==> config.mk <==
export PLATFORM = sky130hd
export DESIGN_NAME = pipeline_ctrl
export DESIGN_NICKNAME = d
export VERILOG_FILES = /design/src/rtl/pipeline_ctrl.sv
export SDC_FILE = /design/constraint.sdc
export NUM_CORES = 1
export LEC_CHECK = 0
export CAP_MARGIN = 20
export CORE_MARGIN = 2
export CORE_UTILIZATION = 50
export CTS_CLUSTER_SIZE = 24
export DETAILED_ROUTE_END_ITERATION = 8
export PLACE_DENSITY = 0.81
export SLEW_MARGIN = 25
export SYNTH_ARGS = -nofsm -noshare
export SYNTH_HDL_FRONTEND = slang
export SYNTH_SLANG_ARGS = --single-unit
==> constraint.sdc <==
create_clock -name clock -period 2.45 [get_ports clock]
set_input_delay 0.3675 -clock clock [delete_from_list [all_inputs] [get_ports clock]]
set_output_delay 0.3675 -clock clock [all_outputs]
set_load 0.01 [all_outputs]
==> src/rtl/pipeline_ctrl.sv <==
// Pipeline sequencer: owns the PC and the fetch enable, runs the IDLE/RUN/STALL/DRAIN
// sequence, and stalls fetch with a bubble into execute on RAW hazards.
module pipeline_ctrl #(
  parameter int unsigned     XLEN         = 32,
  parameter logic [XLEN-1:0] PC_RESET     = '0,
  parameter logic [XLEN-1:0] PC_STEP      = XLEN'(1),
  parameter logic [XLEN-1:0] PC_LAST      = XLEN'(63),
  parameter int unsigned     DRAIN_CYCLES = 3
) (
  input  logic            clock,
  input  logic            reset_n,
  input  logic            start,
  input  logic            halt_req,
  input  logic [4:0]      rs1_de,
  input  logic [4:0]      rs2_de,
  input  logic            uses_rs1,
  input  logic            uses_rs2,
  input  logic [4:0]      rd_ex,
  input  logic            we_ex,
  input  logic [4:0]      rd_wb,
  input  logic            we_wb,
  output logic [XLEN-1:0] pc,
  output logic            fetch_enable,
  output logic            bubble_de,
  output logic            stall,
  output logic            busy,
  output logic            done,
  output logic [1:0]      state
);

  localparam int unsigned     CW         = (DRAIN_CYCLES > 1) ? $clog2(DRAIN_CYCLES) : 1;
  localparam logic [CW-1:0]   DRAIN_LOAD = CW'(DRAIN_CYCLES - 1);

  typedef enum logic [1:0] {
    IDLE  = 2'b00,
    RUN   = 2'b01,
    STALL = 2'b10,
    DRAIN = 2'b11
  } state_t;

  state_t          state_q, state_d;
  logic [XLEN-1:0] pc_q, pc_d;
  logic [CW-1:0]   drain_cnt_q, drain_cnt_d;
  logic            halt_pend_q, halt_pend_d;
  logic            done_q, done_d;

  logic hz1, hz2, hazard, active;

  // Writeback still counts as in flight: the regfile only updates at the closing edge.
  assign hz1 = uses_rs1 && (rs1_de != 5'd0) &&
               ((we_ex && (rd_ex == rs1_de)) || (we_wb && (rd_wb == rs1_de)));
  assign hz2 = uses_rs2 && (rs2_de != 5'd0) &&
               ((we_ex && (rd_ex == rs2_de)) || (we_wb && (rd_wb == rs2_de)));
  assign hazard = hz1 | hz2;

  assign active       = (state_q == RUN) || (state_q == STALL);
  assign stall        = active && hazard;
  assign fetch_enable = active && !hazard;
  assign bubble_de    = !fetch_enable;
  assign busy         = (state_q != IDLE);
  assign done         = done_q;
  assign pc           = pc_q;
  assign state        = state_q;

  always_comb begin
    state_d     = state_q;
    pc_d        = pc_q;
    drain_cnt_d = drain_cnt_q;
    halt_pend_d = halt_pend_q;
    done_d      = 1'b0;
    unique case (state_q)
      IDLE: begin
        pc_d = PC_RESET;
        if (start) state_d = RUN;
      end
      RUN, STALL: begin
        // Hazard wins over halt/last-fetch; a halt seen during a hazard is remembered.
        if (hazard) begin
          state_d = STALL;
          if (halt_req) halt_pend_d = 1'b1;
        end else if (halt_req || halt_pend_q || (pc_q == PC_LAST)) begin
          state_d     = DRAIN;
          drain_cnt_d = DRAIN_LOAD;
        end else begin
          state_d = RUN;
          pc_d    = pc_q + PC_STEP;
        end
      end
      DRAIN: begin
        if (drain_cnt_q == '0) begin
          state_d     = IDLE;
          done_d      = 1'b1;
          halt_pend_d = 1'b0;
          pc_d        = PC_RESET;
        end else begin
          drain_cnt_d = drain_cnt_q - CW'(1);
        end
      end
      default: state_d = IDLE;
    endcase
  end

  always_ff @(posedge clock or negedge reset_n) begin
    if (!reset_n) begin
      state_q     <= IDLE;
      pc_q        <= PC_RESET;
      drain_cnt_q <= '0;
      halt_pend_q <= 1'b0;
      done_q      <= 1'b0;
    end else begin
      state_q     <= state_d;
      pc_q        <= pc_d;
      drain_cnt_q <= drain_cnt_d;
      halt_pend_q <= halt_pend_d;
      done_q      <= done_d;
    end
  end

endmodule

# After elaboration in Yosys (flattened, before gate mapping)
# Cells that the tools add are included.
# Widths: inputs -> output; s select.
[totals] reg_bits=38 mem_bits_rw=0 rom_bits=0 wordCells=71 memories=0 latch_bits=0
[op_classes] shifts=0 add_sub_neg=2 n_div=0 mux=19 bitwise=1 n_lt_le_gt_ge=0 multipliers=0 n_eq_ne=16 n_reduce_logical=28
[op_table] cell="$mux 32" n=3
[op_table] cell="$pmux 32 s3" n=1
[op_table] cell="$add 32x1->32 const B" n=1
[op_table] cell="$eq 32x6->1 const B" n=1
[op_table] cell="$eq 5x5->1" n=4
[op_table] cell="$ne 2x2->1 const B" n=8
[op_table] cell="$mux 2" n=7
[op_table] cell="$logic_and 1x1->1" n=10
[op_table] cell="$reduce_bool 5->1" n=2
[op_table] cell="$reduce_and 4->1" n=2
[op_table] cell="$pmux 2 s3" n=1
[op_table] cell="$logic_or 1x1->1" n=5
[op_table] cell="$mux 1" n=5
[op_table] cell="$eq 2x2->1 const B" n=2
[op_table] cell="$logic_not 2->1" n=2
[op_table] cell="$pmux 2 s2" n=1
[op_table] cell="$reduce_bool 2->1" n=2
[op_table] cell="$reduce_and 3->1" n=1
[op_table] cell="$eq 2x1->1 const B" n=1
[op_table] cell="$logic_not 1->1" n=2
[op_table] cell="$pmux 1 s2" n=1
[op_table] cell="$reduce_and 2->1" n=1
[op_table] cell="$reduce_or 2->1" n=1
[op_table] cell="$sub 2x1->2 const B" n=1
[op_table] cell="$or 1x1->1" n=1

# Longest topological paths before layout
# Gate-level depths: netlist of the first run.
[depth] ltp_word=8 mapped_depth=10 ltp_nobuf=8

# Least setup slack after synthesis of the first run
# OpenSTA, ideal clock, no wires.
[synth_path] kind="input to register" from="input port rs1_de[1]" to="register pc_q[16], in the netlist pc[16]" setup_time_ns=0.124 setup_slack_ns=-0.009 path_stages=8 arrival_ns=2.335 n_path_buf=2 cell_sequence="or4_1 o21a_1 a32o_1 buf_6 or2_4 buf_6 o311a_1 a211o_1"
[synth_via] elab_chain_cells=7 word_cells_on_any_way=11
[synth_lines] element="start, declared" line="14" text="input logic [4:0] rs1_de,"
[synth_lines] element="$eq 5x5->1" line="51" text="((we_ex && (rd_ex == rs1_de)) || (we_wb && (rd_wb == rs1_de)));"
[synth_lines] element="$logic_and 1x1->1" line="51"
[synth_lines] element="$logic_or 1x1->1" line="51"
[synth_lines] element="$logic_and 1x1->1 *" line="50" text="assign hz1 = uses_rs1 && (rs1_de != 5'd0) &&"
[synth_lines] element="$or 1x1->1 *" line="54" text="assign hazard = hz1 | hz2;"
[synth_lines] element="$ne 2x2->1 (no line) *"
[synth_lines] element="$reduce_and 3->1 (no line) *"
[synth_lines] element="end signal, assigned" line="112" text="pc_q <= pc_d;"
[synth_lines] element="end, declared" line="42" text="logic [XLEN-1:0] pc_q, pc_d;"
# Mark *: on every way between the ends. The rest lies on a longest branch, timed or not.
# A chain may end at the register's enable or synchronous reset.

# Worst setup path in the final report of the first run
[layout_path] from="input port rs1_de[1]" to="register pc_q[11], in the netlist pc[11]"
# The elaborated chain is that of the path after synthesis.

==> out/qor.txt, run 1 <==
Slew Limit Fails: 0
FF+latch area: 951 sq um
Final ANT Viol Nets: 0
DIE WIDTH: 78.2 microns
Syn Inst Count: 337
Initial Util: 50.9%
drt first pass iters: 5
number of global-route vias before repair: 3009
actual slew at the worst max-slew pin: 899 ps
max incr delay on CP: 530 ps
DP HPWL: 6.25 mm
CORE AREA: 5410 sq um
I/O pin cnt: 67
Tcrit/Tclk final: 98.4%
CTS H-tree depth: 2
n_diodes: 0
worst path arrival time: 2650 ps
cts bufs inserted: 5
port bufs: 66
Worst Clk Skew: 6.41 ps
largest net degree at the start of global routing: 39
peak supply drop: 948 uV
Critical Path Sink: pc[11]
vias per inst: 6.00
Final setup viols: 0
Pwr Total: 0.00266 W
mean post-synth cell area: 8.16 sq um
Max Buffers Root-to-Sink: 2
share of cells above drive strength 1: 19.8%
most frequent cells in the layout: buf_4, clkdlybuf4s50_1, nand2_1
Buf+Inv Stages, Crit Path: 3
R2R cell count: 8
initial antenna violation count: 0
Yosys cell types: 46
min cycle time layout: 2410 ps
worst r2r src: pc[0]
critical path, cell by cell: dlygate4sd2_1, or4_4, o21a_1, a32o_2, buf_6, or2_2, buf_4, or3_1, nand3_1
grt ovf: 0
Top delay family on crit path: simple AND/OR/NAND/NOR gates
Post-Route Utilization: 74.9%
Stages on worst setup path: 9
gp weighted congestion: 0.882
DRT Wirelength: 8.92 mm
HP Class: primary input to asynchronous set/reset pin
CP startpoint: rs1_de[1]
slew margin rel.: 40.1%
critical path endpoint category: flop
via count: 3157
final count of hold timing violations: 0
Worst setup SP type: primary input
RSZ-0062 raised after global routing: true
NumNets Final: 487
CP max FO: 5
commonest non-fill, non-tap cell in the layout: buf_4
Fill cells: 420
asr flop ratio synth: 100%
Root Buffer: clkbuf_8
CTS Sinks: 38
fmax: 415 MHz
WL/cell: 16.9 microns
row count: 27
max_cap viols: 0
Total GRT Usage: 29.8%
Synthesis Warnings: 0
dominant synthesized flop cell: dfrtp_1
Leakage: 1.78 nW
post-synthesis sequential area ratio: 34.6%
die area: 6110 sq um
1st-iter DRT viols: 284
worst skew pair latency: 310 ps
synthesized area: 2750 sq um
PD cells: 658 nW/um^2
area of the multi-input gates: 1750 sq um
r2r endpoint: pc[25]
flop2flop setup slack: 80 ps
Area Overhead vs Synth: 47.2%
critical path data required time: 2690 ps
clk slew on worst S/H paths: 70 ps
Yosys reg bits: 38
Syn Nets: 370
CTS tree: done
CP max stage cell: or4_4
die span in y: 78.2 microns
CP Class: primary input to flop
first-pass GRT wire length: 14.6 mm
remaining routing DRC violations: 0
status: finished clean
Post-synth EDFFs: 0
-- what timing repair did --
action | in CTS | in global routing
gates resized for setup | 27 | 12
endpoints found under the hold margin | 0 | 0
setup endpoints to repair | 28 | 14
buffers inserted | 3 | 1
gates cloned | 0 | 1
hold buffers | 0 | 0
pin swaps | 5 | 11
-- logic make-up (layout without fill, tap and decap cells) --
kind of cell    Yosys count  after routing  share of synthesized area, %
mux                       7              7                          2.59
compound gates           56             56                          15.2
flops                    38             38                          34.6
fa+ha+maj                 5              5                          2.27
simple gates            181            182                          34.3
buf+inv                  30            146                          4.69
xor+xnor                 20             20                          6.37
-- stage by stage --
| step | cell area [sq um] | hold slack (ps) | setup TNS, ps | instances | worst slack (ps) |
|---|---|---|---|---|---|
| finish | 4050 | 184 | 0 | 526 | 38.0 |
| global route | 4050 | 272 | -15.5 | 526 | -8.14 |
| CTS | 3990 | 222 | 0 | 524 | 7.13 |
| detailed placement | 3870 | 519 | -13100 | 514 | -548 |
| global placement | 3870 | 477 | -11970 | 514 | -515 |
| floorplan | 2750 | 71.9 | 0 | 337 | 2.11 |
-- cell type report --
class	instances	area share, %
Sequential cell	38	23.5
Tap cell	72	2.23
Inverter	10	0.927
Multi-Input combinational cell	270	43.3
Timing Repair Buffer	129	28.2
Clock buffer	7	1.89
-- flip-flops by register name, summed over array words and instances, names as in the netlist --
signal,count
halt_pend_q,1
state,2
pc,32
done,1
drain_cnt_q,2
-- metal layers --
layer | vias up | GRT usage (%) | wire length [microns]
li1 | 1492 | - | -
met1 | 1503 | 40.2 | 3670
met2 | 146 | 48.5 | 4390
met3 | 16 | 6.32 | 714
met4 | 0 | 8.42 | 148
met5 | - | 0 | 0
-- report_power, final --
group,total (W),switching [W],internal (W)
Combinational,0.00152,0.000902,0.000619
Clock,0.000439,0.000242,0.000197
Sequential,0.000704,0.0000324,0.000672
Total,0.00266,0.00118,0.00149
-- synth_stat cells (all sizes together), types with 2 or more instances --
master	count	area share [%]
o311ai	2	0.64
nand2	51	7.0
mux2i	6	2.2
inv	10	1.4
buf	3	1.0
o311a	4	1.5
nor2	17	2.3
and4	2	0.64
nand2b	2	0.45
a21oi	6	1.1
a221o	4	1.5
and2	4	0.91
or3	10	2.3
a211o	7	2.2
nand3	20	3.6
nor4	13	3.2
nand3b	3	0.82
nand4b	3	0.96
ha	5	2.3
nor3	22	4.0
xnor2	20	6.4
o211ai	9	2.5
dfrtp	38	35
clkbuf	17	2.3
o22ai	2	0.45
or4	2	0.55
nor4b	2	0.64
o21ai	9	1.6
nand4	15	3.4
and3	13	3.0
a31oi	3	0.68
-- how the worst min path moves through the flow --
| stage | from | endpoint | cells after the start | slack, ps |
|---|---|---|---|---|
| after detailed placement | drain_cnt_q[1] | drain_cnt_q[1] | 1 | 520 |
| after CTS | reset_n | pc[14] | 1 | 220 |
| after global placement | drain_cnt_q[1] | drain_cnt_q[1] | 1 | 480 |
| final | reset_n | pc[11] | 1 | 180 |
| after floorplan | reset_n | done | 0 | 70 |
| after global routing | reset_n | pc[11] | 1 | 270 |
Note: power is estimated with default switching activity, not from simulation.
==> run 2, diff against run 1 <==
--- a/config.mk
+++ b/config.mk
@@ -10,7 +10,9 @@
 export CORE_UTILIZATION = 50
 export CTS_CLUSTER_SIZE = 24
 export DETAILED_ROUTE_END_ITERATION = 8
+export GPL_TIMING_DRIVEN = 0
 export PLACE_DENSITY = 0.81
+export SKIP_CTS_REPAIR_TIMING = 1
 export SLEW_MARGIN = 25
 export SYNTH_ARGS = -nofsm -noshare
 export SYNTH_HDL_FRONTEND = slang
==> run 2 against run 1 <==
The flow now finishes with violations (negative setup slack). Core utilization down 3.4 points. Sequential cell count unchanged. Power rose by 0.48%. Count of clock-buffer cells in the layout down 1. Critical path type is now flop to flop. Critical endpoint is now drain_cnt_q[1]. Sequential power is 2% higher. Clock skew is essentially flat. First-iteration DRC count grew 53%. Combinational power is essentially flat. Non-clock buffer count shrank 30.
==> out/qor.txt, run 2 (synthesis gave the netlist of run 1 again) <==
final count of hold timing violations: 0 (unchanged)
CP Class: flop to flop
row count: 27 (unchanged)
sequential share of power: 26.7% (+0.3 points)
r2r endpoint: drain_cnt_q[1]
DP HPWL: 6.09 mm (-2.7%)
largest net degree at the start of global routing: 29 (-26%)
Setup WS post-layout: -10.9 ps (-48.8 ps)
slew margin rel.: 60.7% (+21 points)
Final ANT Viol Nets: 0 (unchanged)
CP max FO: 8 (+3)
Slew Limit Fails: 0 (unchanged)
most frequent cells in the layout: nand2_1, clkdlybuf4s50_1, dfrtp_1
commonest non-fill, non-tap cell in the layout: nand2_1
Pint: 0.00144 W (-3.5%)
I/O pin cnt: 67 (unchanged)
n_diodes: 0 (unchanged)
HP Class: primary input to asynchronous set/reset pin
remaining routing DRC violations: 0 (unchanged)
flop2flop setup slack: -10 ps (-90 ps)
grt ovf: 0 (unchanged)
max_cap viols: 0 (unchanged)
1st-iter DRT viols: 435 (+53%)
vias per inst: 6.39 (+6.4%)
fin area: 3860 sq um (-4.5%)
R2R cell count: 7 (-1)
Total GRT Usage: 29.0% (-0.77 points)
CORE AREA: 5410 sq um (unchanged)
Root Buffer: clkbuf_8
worst path arrival time: 2640 ps (about the same)
port bufs: 66 (unchanged)
peak supply drop: 848 uV (-11%)
cts bufs inserted: 5 (unchanged)
gp weighted congestion: 0.904 (+2.6%)
initial antenna violation count: 0 (unchanged)
critical path data required time: 2630 ps (-60 ps)
Tcrit/Tclk final: 100% (+2.0 points)
Fill cells: 422 (+0.48%)
WL/cell: 18.9 microns (+11%)
DIE WIDTH: 78.2 microns (unchanged)
max incr delay on CP: 510 ps (-20 ps)
share of cells above drive strength 1: 13.7% (-6.1 points)
critical path, cell by cell: nor4b_2, nand4_1, o31ai_4, buf_4, nand2b_1, a211o_1, mux2_1
max reg flops: 32 (unchanged)
Leakage: 1.72 nW (-3.3%)
Worst setup SP type: flop
actual slew at the worst max-slew pin: 590 ps (-309 ps)
Final setup viols: 1 (+1)
Area after DPL: 3520 sq um (-9.1%)
combinational cell fraction of total power: 56.6% (-0.5 points)
Clock Power Share: 16.7% (+0.2 points)
first-pass GRT wire length: 14.1 mm (-3.4%)
DRT Wirelength: 9.32 mm (+4.6%)
PD cells: 693 nW/um^2 (+5.3%)
NumNets Final: 456 (-6.4%)
Area Overhead vs Synth: 40.5%
CP max stage cell: dfrtp_1
fmax: 406 MHz (-2.0%)
P_sw: 0.00124 W (+5.5%)
status: finished with violations
CTS H-tree depth: 2 (unchanged)
Post-Route Utilization: 71.5% (-3.4 points)
critical path endpoint category: flop
worst r2r src: pc[26]
CTS Sinks: 38 (unchanged)
Sw Ratio: 46.4% (+2.2 points)
CTS tree: done
die span in y: 78.2 microns (unchanged)
via count: 3155 (-0.063%)
failing checks: negative setup slack
drt first pass iters: 5 (unchanged)
clk slew on worst S/H paths: 80 ps (about the same)
min cycle time layout: 2460 ps (+48.8 ps)
Initial Util: 50.9% (unchanged)
Worst Clk Skew: 6.76 ps (+0.354 ps)
worst skew pair latency: 300 ps (about the same)
Max Buffers Root-to-Sink: 2 (unchanged)
die area: 6110 sq um (unchanged)
number of global-route vias before repair: 2885 (-4.1%)
[run 2: worst max path at each step]
stage                     startpoint        endpoint  slack (ps)
after CTS                  rs2_de[2]           stall        -910
after global routing          pc[11]  drain_cnt_q[1]        -110
after global placement     rs2_de[2]           stall        -910
after detailed placement   rs2_de[2]           stall        -890
after floorplan            rs1_de[1]          pc[25]           2
final                         pc[26]  drain_cnt_q[1]         -10
[run 2: area by class of cell]
class	instances	area, sq um	area share [%]
Buffer	18	114	2.95
Clock buffer	6	82.6	2.14
Inverter	10	41.3	1.07
Multi-Input combinational cell	269	1780	46.0
Sequential cell	38	956	24.7
Tap cell	72	90.1	2.33
Timing Repair Buffer	81	803	20.8
[run 2: per-layer routing]
| metal | up-vias | part of all wire [%] | track usage [%] | wire length (microns) |
|---|---|---|---|---|
| met4 | 0 | 2.4 | 10.7 | 223 |
| met1 | 1496 | 38 | 39.0 | 3590 |
| li1 | 1427 | - | - | - |
| met2 | 201 | 49 | 46.3 | 4610 |
| met5 | - | 0 | 0 | 0 |
| met3 | 31 | 9.7 | 5.98 | 903 |
[run 2: per-stage QoR]
stage	hold slack [ps]	setup WS [ps]	cells	power (W)	TNS (ps)
detailed placement	273	-887	476	0.00208	-20110
floorplan	71.9	2.11	337	0.00157	0
global placement	475	-907	475	0.00205	-19990
finish	475	-10.9	494	0.00268	-10.9
global route	490	-115	494	0.00281	-882
CTS	-44.9	-914	482	0.00253	-11340
[run 2: power by group through the flow]
| stage | registers [W] | clock network [W] | logic, W |
|---|---|---|---|
| 2_1_floorplan | 0.000729 | 0 | 0.000836 |
| 3_3_place_gp | 0.000723 | 0 | 0.00133 |
| 3_5_place_dp | 0.000723 | 0 | 0.00136 |
| 4_1_cts | 0.000711 | 0.000443 | 0.00137 |
| 5_1_grt | 0.000720 | 0.000472 | 0.00161 |
| 6_report | 0.000715 | 0.000448 | 0.00151 |
[run 2: worst max-delay path, delay by kind of cell (launching register included)]
family	cells	cell delay (ps)
AOI/OAI and AO/OA	2	700
and+or+nand+nor	3	640
DFF	1	510
muxes	1	320
buffers and inverters	1	190
